`src/rtl/rtc_frame_uart_tx.sv`:
```
`default_nettype none
// ============================================================================
//  Module      : rtc_frame_uart_tx
//  Description : Captures a packed BCD date/time snapshot on a one-cycle
//                trigger and sends it as an ASCII text line or as a
//                checksummed binary packet on an 8N1 UART line.
//  Revision    : 1.0 - initial release
// ============================================================================
module rtc_frame_uart_tx #(
  parameter int          CLK_FREQ   = 50_000_000,
  parameter int          BAUD       = 115200,
  parameter int          NUM_FIELDS = 6,
  parameter int          ASCII_MODE = 1,
  parameter logic [7:0]  SEP        = 8'h20,
  parameter logic [7:0]  HEADER     = 8'hAA
) (
  input  logic                    clk,
  input  logic                    rst,
  input  logic                    send_en,
  input  logic [8*NUM_FIELDS-1:0] data,
  output logic                    uart_tx,
  output logic                    busy,
  output logic                    frame_done,
  output logic [7:0]              drop_cnt
);

  localparam int BIT_CYC   = CLK_FREQ / BAUD;
  localparam int CNT_W     = (BIT_CYC > 1) ? $clog2(BIT_CYC) : 1;
  // Byte index is sized for the largest text frame (16 fields).
  localparam int IDX_W     = $clog2(3*16+1);
  localparam int FRAME_LEN = (ASCII_MODE != 0) ? 3*NUM_FIELDS+1 : NUM_FIELDS+2;

  localparam logic [CNT_W-1:0] BAUD_LAST = CNT_W'(BIT_CYC - 1);
  localparam logic [IDX_W-1:0] LAST_BYTE = IDX_W'(FRAME_LEN - 1);

  typedef enum logic [1:0] {
    IDLE  = 2'd0,
    START = 2'd1,
    DATA  = 2'd2,
    STOP  = 2'd3
  } state_t;

  state_t                  state, state_n;
  logic [CNT_W-1:0]        baud_cnt, baud_n;
  logic [2:0]              bit_idx, bit_n;
  logic [IDX_W-1:0]        byte_idx, byte_n;
  logic                    tx_n, busy_n, done_n;
  logic [8*NUM_FIELDS-1:0] snap;
  logic [7:0]              frame_bytes [0:(1<<IDX_W)-1];
  logic [7:0]              cur_byte;
  logic                    baud_last;

  // BCD nibble to ASCII digit; non-decimal nibbles are shown as '?'.
  function automatic logic [7:0] nib_to_ascii(input logic [3:0] n);
    return (n <= 4'd9) ? (8'h30 + {4'h0, n}) : 8'h3F;
  endfunction

  // Latch the snapshot on an accepted trigger; contents are don't-care after reset.
  always_ff @(posedge clk) begin
    if (send_en && !busy) snap <= data;
  end

  // Frame byte table derived combinationally from the snapshot (no frame RAM).
  always_comb begin
    logic [7:0] chk;
    chk         = 8'h00;
    frame_bytes = '{default: 8'h00};
    if (ASCII_MODE != 0) begin
      for (int f = 0; f < NUM_FIELDS; f++) begin
        frame_bytes[IDX_W'(3*f)]   = nib_to_ascii(snap[8*(NUM_FIELDS-1-f)+4 +: 4]);
        frame_bytes[IDX_W'(3*f+1)] = nib_to_ascii(snap[8*(NUM_FIELDS-1-f) +: 4]);
        frame_bytes[IDX_W'(3*f+2)] = SEP;
      end
      // The separator slot after the last field becomes CR, then LF closes the line.
      frame_bytes[IDX_W'(3*NUM_FIELDS-1)] = 8'h0D;
      frame_bytes[IDX_W'(3*NUM_FIELDS)]   = 8'h0A;
    end else begin
      frame_bytes[IDX_W'(0)] = HEADER;
      for (int f = 0; f < NUM_FIELDS; f++) begin
        frame_bytes[IDX_W'(f+1)] = snap[8*(NUM_FIELDS-1-f) +: 8];
        chk = chk ^ snap[8*(NUM_FIELDS-1-f) +: 8];
      end
      frame_bytes[IDX_W'(NUM_FIELDS+1)] = chk;
    end
  end

  assign cur_byte  = frame_bytes[byte_idx];
  assign baud_last = (baud_cnt == BAUD_LAST);

  // Next-state and next-output logic; line level is computed one cycle ahead so uart_tx is a flop.
  always_comb begin
    state_n = state;
    baud_n  = baud_cnt;
    bit_n   = bit_idx;
    byte_n  = byte_idx;
    tx_n    = uart_tx;
    busy_n  = busy;
    done_n  = 1'b0;
    case (state)
      IDLE: begin
        if (send_en) begin
          state_n = START;
          baud_n  = '0;
          byte_n  = '0;
          tx_n    = 1'b0;
          busy_n  = 1'b1;
        end
      end
      START: begin
        if (baud_last) begin
          state_n = DATA;
          baud_n  = '0;
          bit_n   = 3'd0;
          tx_n    = cur_byte[0];
        end else begin
          baud_n = baud_cnt + CNT_W'(1);
        end
      end
      DATA: begin
        if (baud_last) begin
          baud_n = '0;
          if (bit_idx == 3'd7) begin
            state_n = STOP;
            tx_n    = 1'b1;
          end else begin
            bit_n = bit_idx + 3'd1;
            tx_n  = cur_byte[bit_idx + 3'd1];
          end
        end else begin
          baud_n = baud_cnt + CNT_W'(1);
        end
      end
      STOP: begin
        if (baud_last) begin
          baud_n = '0;
          if (byte_idx == LAST_BYTE) begin
            state_n = IDLE;
            busy_n  = 1'b0;
            done_n  = 1'b1;
          end else begin
            state_n = START;
            byte_n  = byte_idx + IDX_W'(1);
            tx_n    = 1'b0;
          end
        end else begin
          baud_n = baud_cnt + CNT_W'(1);
        end
      end
      default: state_n = IDLE;
    endcase
  end

  // State, counters and registered outputs; reset forces the line idle at once.
  always_ff @(posedge clk or posedge rst) begin
    if (rst) begin
      state      <= IDLE;
      baud_cnt   <= '0;
      bit_idx    <= 3'd0;
      byte_idx   <= '0;
      uart_tx    <= 1'b1;
      busy       <= 1'b0;
      frame_done <= 1'b0;
    end else begin
      state      <= state_n;
      baud_cnt   <= baud_n;
      bit_idx    <= bit_n;
      byte_idx   <= byte_n;
      uart_tx    <= tx_n;
      busy       <= busy_n;
      frame_done <= done_n;
    end
  end

  // Count triggers that arrive while a frame is in progress, saturating at 255.
  always_ff @(posedge clk or posedge rst) begin
    if (rst) begin
      drop_cnt <= 8'd0;
    end else if (send_en && busy && (drop_cnt != 8'hFF)) begin
      drop_cnt <= drop_cnt + 8'd1;
    end
  end

endmodule
`default_nettype wire
```
`config.mk`:
```
export PLATFORM = sky130hd
export DESIGN_NAME = rtc_frame_uart_tx
export DESIGN_NICKNAME = d
export VERILOG_FILES = /design/src/rtl/rtc_frame_uart_tx.sv
export SDC_FILE = /design/constraint.sdc
export NUM_CORES = 1
export LEC_CHECK = 0
export CAP_MARGIN = 15
export CORE_ASPECT_RATIO = 1.75
export CORE_MARGIN = 2
export CORE_UTILIZATION = 50
export DETAILED_ROUTE_END_ITERATION = 16
export GPL_ROUTABILITY_DRIVEN = 0
export HOLD_SLACK_MARGIN = 0.02
export PLACE_DENSITY = 0.75
export SKIP_LAST_GASP = 1
export SLEW_MARGIN = 10
export SYNTH_ARGS = -nofsm -noshare
export SYNTH_HDL_FRONTEND = slang
export SYNTH_SLANG_ARGS = --single-unit
```
`constraint.sdc`:
```
create_clock -name clk -period 8.9 [get_ports clk]
set_input_delay 1.78 -clock clk [delete_from_list [all_inputs] [get_ports clk]]
set_output_delay 1.78 -clock clk [all_outputs]
set_load 0.005 [all_outputs]
```
# After elaboration in Yosys (flattened, before gate mapping)
# Index checks and enable logic that the tools add are counted.
# op_classes
n_reduce_logical,13
order_cmp,14
n_bitwise,1
n_addsub,16
n_mux,49
n_eq_ne,15
# ops
cell,n
$add A6 B4 Y7 const A,12
$mux W7,12
$bmux W8 S6,1
$le A4 B4 Y1 const B,12
$mux W6,3
$mux W9,2
$pmux W9 S2,1
$mux W8,2
$ne A2 B2 Y1 const B,8
$mux W1,14
$pmux W6 S2,1
$reduce_and A4 Y1,3
$mux W2,5
$reduce_and A5 Y1,2
$add A9 B1 Y9 const B,1
$eq A9 B9 Y1 const B,1
$mux W3,3
$add A8 B1 Y8 const B,1
$ne A8 B8 Y1 const B,1
$pmux W2 S4,1
$ge A7 B7 Y1 const B,1
$not A6 Y7,1
$add A6 B1 Y6 const B,1
$eq A6 B5 Y1 const B,1
other kinds (14),18
# totals
inputBits,51
wordCells,117
register_bits,79
output_inout_bits,11

# Logic depth before layout (Yosys ltp)
# Gate-level depths: netlist of run 1.
# depth
word_depth,10
ltp_mapped,9

# Worst setup path after synthesis of run 1
# OpenSTA, ideal clock, no wires.
# synth_path
path_kind,in2reg
startpoint,input port send_en
endpoint,register snap[0] (enable)
t_required_ns,8.441
setup_slack_ns,4.530
arrival_time_ns,3.911
path_buffers,0
stages,1
path_cell_list,nor2b_1
# synth_between
elab_chain_len,1
# synth_lines
element,line,source
from (decl),19,"input logic send_en,"
$logic_and A1 B1 Y1,60,if (send_en && !busy) snap <= data;
to (signal assigned),60,
to (decl),48,logic [8*NUM_FIELDS-1:0] snap;
# Every way passes these cells.
# A chain may end at the register's enable or synchronous reset.

# Worst setup path after layout of run 1
# layout_path
startpoint,input port send_en
endpoint,register uart_tx
# layout_between
elab_chain_len,2
# layout_lines
element,line,source
$ne A2 B2 Y1 (no source line),--,
$reduce_and A5 Y1 (no source line),--,
to (signal assigned),168,uart_tx <= tx_n;
to (decl),21,"output logic uart_tx,"
# Every way passes these cells.

==> out/metrics.yaml, run 1 <==
avgViaCountPerCell: 5.97
multi_input_area_um2: 1670
gr-total-overflow: 0
synthArstFlopShare_pct: 39.2
core-area_um2: 7860
fin_cells: 515
drt_iter0_drc: 156
pwr_density_cell_nw_per_um2: 209
finalWorstSetupSlack_ns: 5.60
r2r_cells: 7
clock_sinks: 79
cp_max_fo: 6
hpwl_um: 6300
antenna_left: 0
cp_data_arrival_time_ns: 3.54
r2r_end: "uart_tx"
r2r_start: "byte_idx[0]"
n_antenna_cell: 0
power.total_mw: 1.05
cts_tree: "yes"
ios: 62
fin_setup_tns_ns: 0
synth_cell_types: 63
grt_max_degree: 49
p_leak_nw: 1.93
holdPathEnd: "drop_cnt[7]"
fin_hold_ws_ns: 0.503
clock_path_buffers: 2
final_util_pct: 64.0
postCtsSetupBuffers: 0
maxSlewHeadroom_pct: 34.3
drv_slew: 0
hold_depth: 1
syn-num-nets: 423
drt_drc_violations_left: 0
die_width_um: 71.9
setup.worst_path.class: "input port to flop"
regArea_um2: 2220
period_share_pct: 37.1
ys_ff_latch: 79
numCtsBuffers: 9
ctsRootBufferMaster: "clkbuf_16"
worstSkewPairLatency_ns: 0.34
nets: 484
synthesis.area_um2: 4030
cts-htree-levels: 3
final_common_cell: "clkdlybuf4s50_1"
dp_cells: 498
vias: 3077
final_cell_area_um2: 5020
hold_viol_final: 0
endpoint_kind: "flop"
fmax_mhz: 303
grt_use_total_pct: 21.1
drt_first_pass_iters: 6
wirelength_um: 8520
cts_resized: 0
wl_per_cell_um: 16.5
crit_required_ns: 9.14
synth_ff_type: "edfxtp_1"
worstMarginPinSlew_ns: 0.986
grt_pass1_wl_um: 14400
dieArea_um2: 8830
syn_avg_cell_area_um2: 11.2
num_rows: 43
initial_core_util_pct: 51.4
status: "finished, final reports clean"
fin_skew_ns: 0.00559
hp-class: "flop to flop"
drive_gt1_share_pct: 7.53
yosysSeqAreaShare_pct: 55.0
dpl_cell_area_um2: 4710
ctsHoldBuffers: 0
port_buffers: 61
pre_cts_ws_ns: 5.10
fillers: 639
synth_cells: 359
crit_start: "send_en"
drv_cap: 0
synth-edff-count: 48
die_h_um: 123
layout_common_cells: "61 x clkdlybuf4s50_1, 48 x edfxtp_1, 30 x dfrtp_1"
area_growth_pct: 24.5
min_period_ns: 3.30
setup_viol: 0
grt_pass1_vias: 3188
holdCritStartpoint: "drop_cnt[7]"
yosys_warnings: 0
antenna_found_initial: 0
rsz0062_at_grt: "no"
ir_worst_vdd_v: 0.000131
path_clk_slew_ns: 0.06
critPathLaunchType: "input port"
worst-r2r-setup-slack_ns: 6.19
-- cell usage after synthesis, types with 2 or more instances --
cell type,number,area share (%)
edfxtp_1,48,36
dfrtp_1,30,19
nand2_1,26,2.4
o21ai_0,26,3.2
a21oi_1,20,2.5
inv_1,20,1.9
nor2_1,18,1.7
ha_1,13,4.0
a211oi_1,9,1.7
and3_1,8,1.2
buf_2,8,0.99
nand2b_1,8,1.2
a22o_1,7,1.5
nor2b_1,7,1.1
nand3_1,6,0.74
nand4_1,6,0.93
o31ai_1,6,1.1
xnor2_1,6,1.3
xor2_1,6,1.3
a311oi_1,5,1.1
nor3_1,5,0.62
a221oi_1,4,0.87
clkbuf_1,4,0.37
o32ai_1,4,0.87
a211o_1,3,0.65
a31oi_1,3,0.47
and2_1,3,0.47
mux2_2,3,0.84
mux2i_1,3,0.74
o211ai_1,3,0.56
o22ai_1,3,0.47
a2111oi_0,2,0.43
a21o_1,2,0.37
o221ai_1,2,0.43
o311a_1,2,0.50
or2_2,2,0.31
or3_1,2,0.31
-- cell type report --
cell class                 count  share of cell area, %
sequential                    79                   44.2
multi-input combinational    245                   33.3
timing repair buffer          64                   12.9
clock buffer                  13                   4.98
tap                           90                   2.24
inverter                      21                   1.57
clock inverter                 3                  0.872
-- flip-flops by register name, summed over array words and instances (netlist names), 2 cells and up --
name      flops
state         2
baud_cnt      9
byte_idx      6
drop_cnt      8
bit_idx       3
snap         48
-- per-layer routing --
metal / GRT usage, % / vias up / wire [µm]
met5: 0 / - / 0
met4: 10.3 / 0 / 212
met3: 4.52 / 16 / 317
met2: 39.1 / 85 / 5020
met1: 21.9 / 1492 / 2970
li1: - / 1484 / -
-- cell families after synthesis --
group | after synthesis | share of synthesized area [%]
AOI/OAI and AO/OA | 111 | 18.9
and+or+nand+nor | 103 | 14.2
DFF | 79 | 55.0
buffers and inverters | 35 | 3.69
adders and majority gates | 13 | 4.03
xor gates and xnor gates | 12 | 2.61
muxes | 6 | 1.58
-- worst max-delay path by stage --
stage	to	slack, ns	depth (start not counted)
after floorplan	snap[0]	4.53	1
after global placement	snap[16]	5.17	2
after detailed placement	snap[16]	5.10	2
after CTS	snap[16]	5.45	2
after global routing	uart_tx	5.43	5
final	uart_tx	5.60	5
-- power breakdown --
group / total, mW / switching (mW) / internal (mW) / leakage, nW
clock: 0.359 / 0.134 / 0.225 / 0.144
combinational: 0.232 / 0.111 / 0.121 / 0.953
sequential: 0.459 / 0.0362 / 0.423 / 0.835
total: 1.05 / 0.281 / 0.768 / 1.93
-- critical path: stages --
cell             delay [ns]
clkdlybuf4s50_1        0.49
nor2b_1                0.51
nand2_1                0.15
a311o_1                0.37
o32ai_1                0.24
Power figures use the tool's default switching activity.
==> run 2: changes to the inputs <==
CORE_UTILIZATION = 49   (was 50)
PLACE_DENSITY = 0.77   (was 0.75)
clock period = 2.7 ns   (was 8.9 ns; I/O delays follow)
==> run 2 against run 1 <==
Sequential power increased to 3.3 times the previous value. Non-clock buffer count rose by 6. Combinational power grew to 3.2 times the previous value. Critical path depth up 1. Clock skew about the same. Total power rose to 3.3 times the previous value. Wire length is 0.23% lower. Highest routed layer unchanged. Via count decreased by 0.55%.
==> out/metrics.yaml, run 2 (synthesized netlist as in run 1, its figures left out) <==
wirelength_um: 8500
fmax_mhz: 440
fin_setup_tns_ns: 0
drv_slew: 0
hpwl_um: 6450
final_common_cell: "clkdlybuf4s50_1"
ir_worst_vdd_v: 0.000453
hold_viol_final: 0
avgViaCountPerCell: 5.87
dp_cells: 505
critPathLaunchType: "flop"
fin_skew_ns: 0.00584
fin_hold_ws_ns: 0.486
drive_gt1_share_pct: 8.82
regMostFlops: "snap"
worstMarginPinSlew_ns: 0.532
core-area_um2: 7960
postCtsSetupBuffers: 0
period_share_pct: 84.2
p_int_mw: 2.49
ios: 62
wl_per_cell_um: 16.3
antenna_left: 0
combPwrFrac_pct: 22.0
gr-total-overflow: 0
area_growth_pct: 25.5
ctsHoldBuffers: 0
grt_max_degree: 49
die_h_um: 124
maxSlewHeadroom_pct: 64.5
antenna_found_initial: 0
fin_cells: 521
worstSkewPairLatency_ns: 0.34
pwr-share-seq_pct: 44.2
dieArea_um2: 9000
power.clock.fraction_pct: 33.8
die_width_um: 72.6
drt_iter0_drc: 150
min_period_ns: 2.27
cts_resized: 0
dpl_cell_area_um2: 4770
port_buffers: 61
setup_viol: 0
crit_required_ns: 2.94
layout_common_cells: "61 x clkdlybuf4s50_1, 48 x edfxtp_1, 30 x dfrtp_1"
grt_use_total_pct: 20.7
nets: 490
path_clk_slew_ns: 0.06
cp_data_arrival_time_ns: 2.51
endpoint_kind: "flop"
ctsRootBufferMaster: "clkbuf_16"
vias: 3060
reg_top3: "snap: 48 flops, baud_cnt: 9 flops, drop_cnt: 8 flops"
clock_sinks: 79
num_rows: 43
p_leak_nw: 1.96
largest_reg_flops: 48
drt_drc_violations_left: 0
n_antenna_cell: 0
initial_core_util_pct: 50.7
status: "finished, final reports clean"
grt_pass1_vias: 3134
swShare_pct: 27.0
cp_max_fo: 10
grt_pass1_wl_um: 14100
hp-class: "flop to flop"
setup.worst_path.class: "flop to flop"
p_switching_uw: 924
cts_tree: "yes"
drt_first_pass_iters: 4
final_cell_area_um2: 5060
pwr_density_cell_nw_per_um2: 675
cts-htree-levels: 3
drv_cap: 0
clock_path_buffers: 2
numCtsBuffers: 9
rsz0062_at_grt: "no"
run 2: changes by cell type in the layout (fill, tap and decap cells not counted), sizes merged:
| cell | delta |
|---|---|
| buf | +6 |
| bufinv | -1 |
| clkbuf | +1 |
run 2: area by class of cell:
| type | instances | area (µm²) |
|---|---|---|
| clock inverter | 2 | 13.8 |
| tap | 90 | 113 |
| sequential | 79 | 2220 |
| fill | 654 | 2900 |
| timing repair buffer | 70 | 691 |
| clock buffer | 14 | 275 |
| multi-input combinational | 245 | 1670 |
| inverter | 21 | 78.8 |
run 2: power groups by stage:
stage / Sequential [mW] / Combinational, mW / Clock [mW]
after floorplan: 1.51 / 0.469 / 0
after global placement: 1.53 / 0.734 / 0
after detailed placement: 1.54 / 0.755 / 0
after CTS: 1.51 / 0.761 / 1.17
after global routing: 1.53 / 0.834 / 1.23
final: 1.51 / 0.753 / 1.15
run 2: per-layer routing:
layer	vias up	routed length, µm	track usage [%]
met4	0	380	13.4
met1	1463	3120	21.5
met3	28	258	4.13
met2	78	4740	36.9
li1	1491	-	-
met5	-	0	0
run 2: metrics by stage:
stage	total power, mW	setup WS, ns	utilization, %
2_1_floorplan	1.98	0.465	-
3_3_place_gp	2.26	0.440	60.0
3_5_place_dp	2.29	0.399	60.0
4_1_cts	3.44	0.410	63.6
5_1_grt	3.59	0.263	63.6
6_report	3.42	0.427	63.6
run 2: final timing paths:
path	endpoint	slack, ns	from	depth (start not counted)
hold reg to reg	drop_cnt[5]	0.49	drop_cnt[5]	1
max in group asynchronous	uart_tx	1.80	rst	3
hold / removal	drop_cnt[5]	0.49	drop_cnt[5]	1
setup reg to reg	uart_tx	0.43	state[0]	6
setup / recovery	uart_tx	0.43	state[0]	6
min in group asynchronous	drop_cnt[7]	0.58	rst	3
run 2: worst max-delay path: stages (launching register included):
cell and delay (ns):
dfrtp_1 0.43, inv_1 0.11, ha_1 0.37, nor2b_1 0.51, nand2_1 0.15, a311o_1 0.37
o32ai_1 0.23
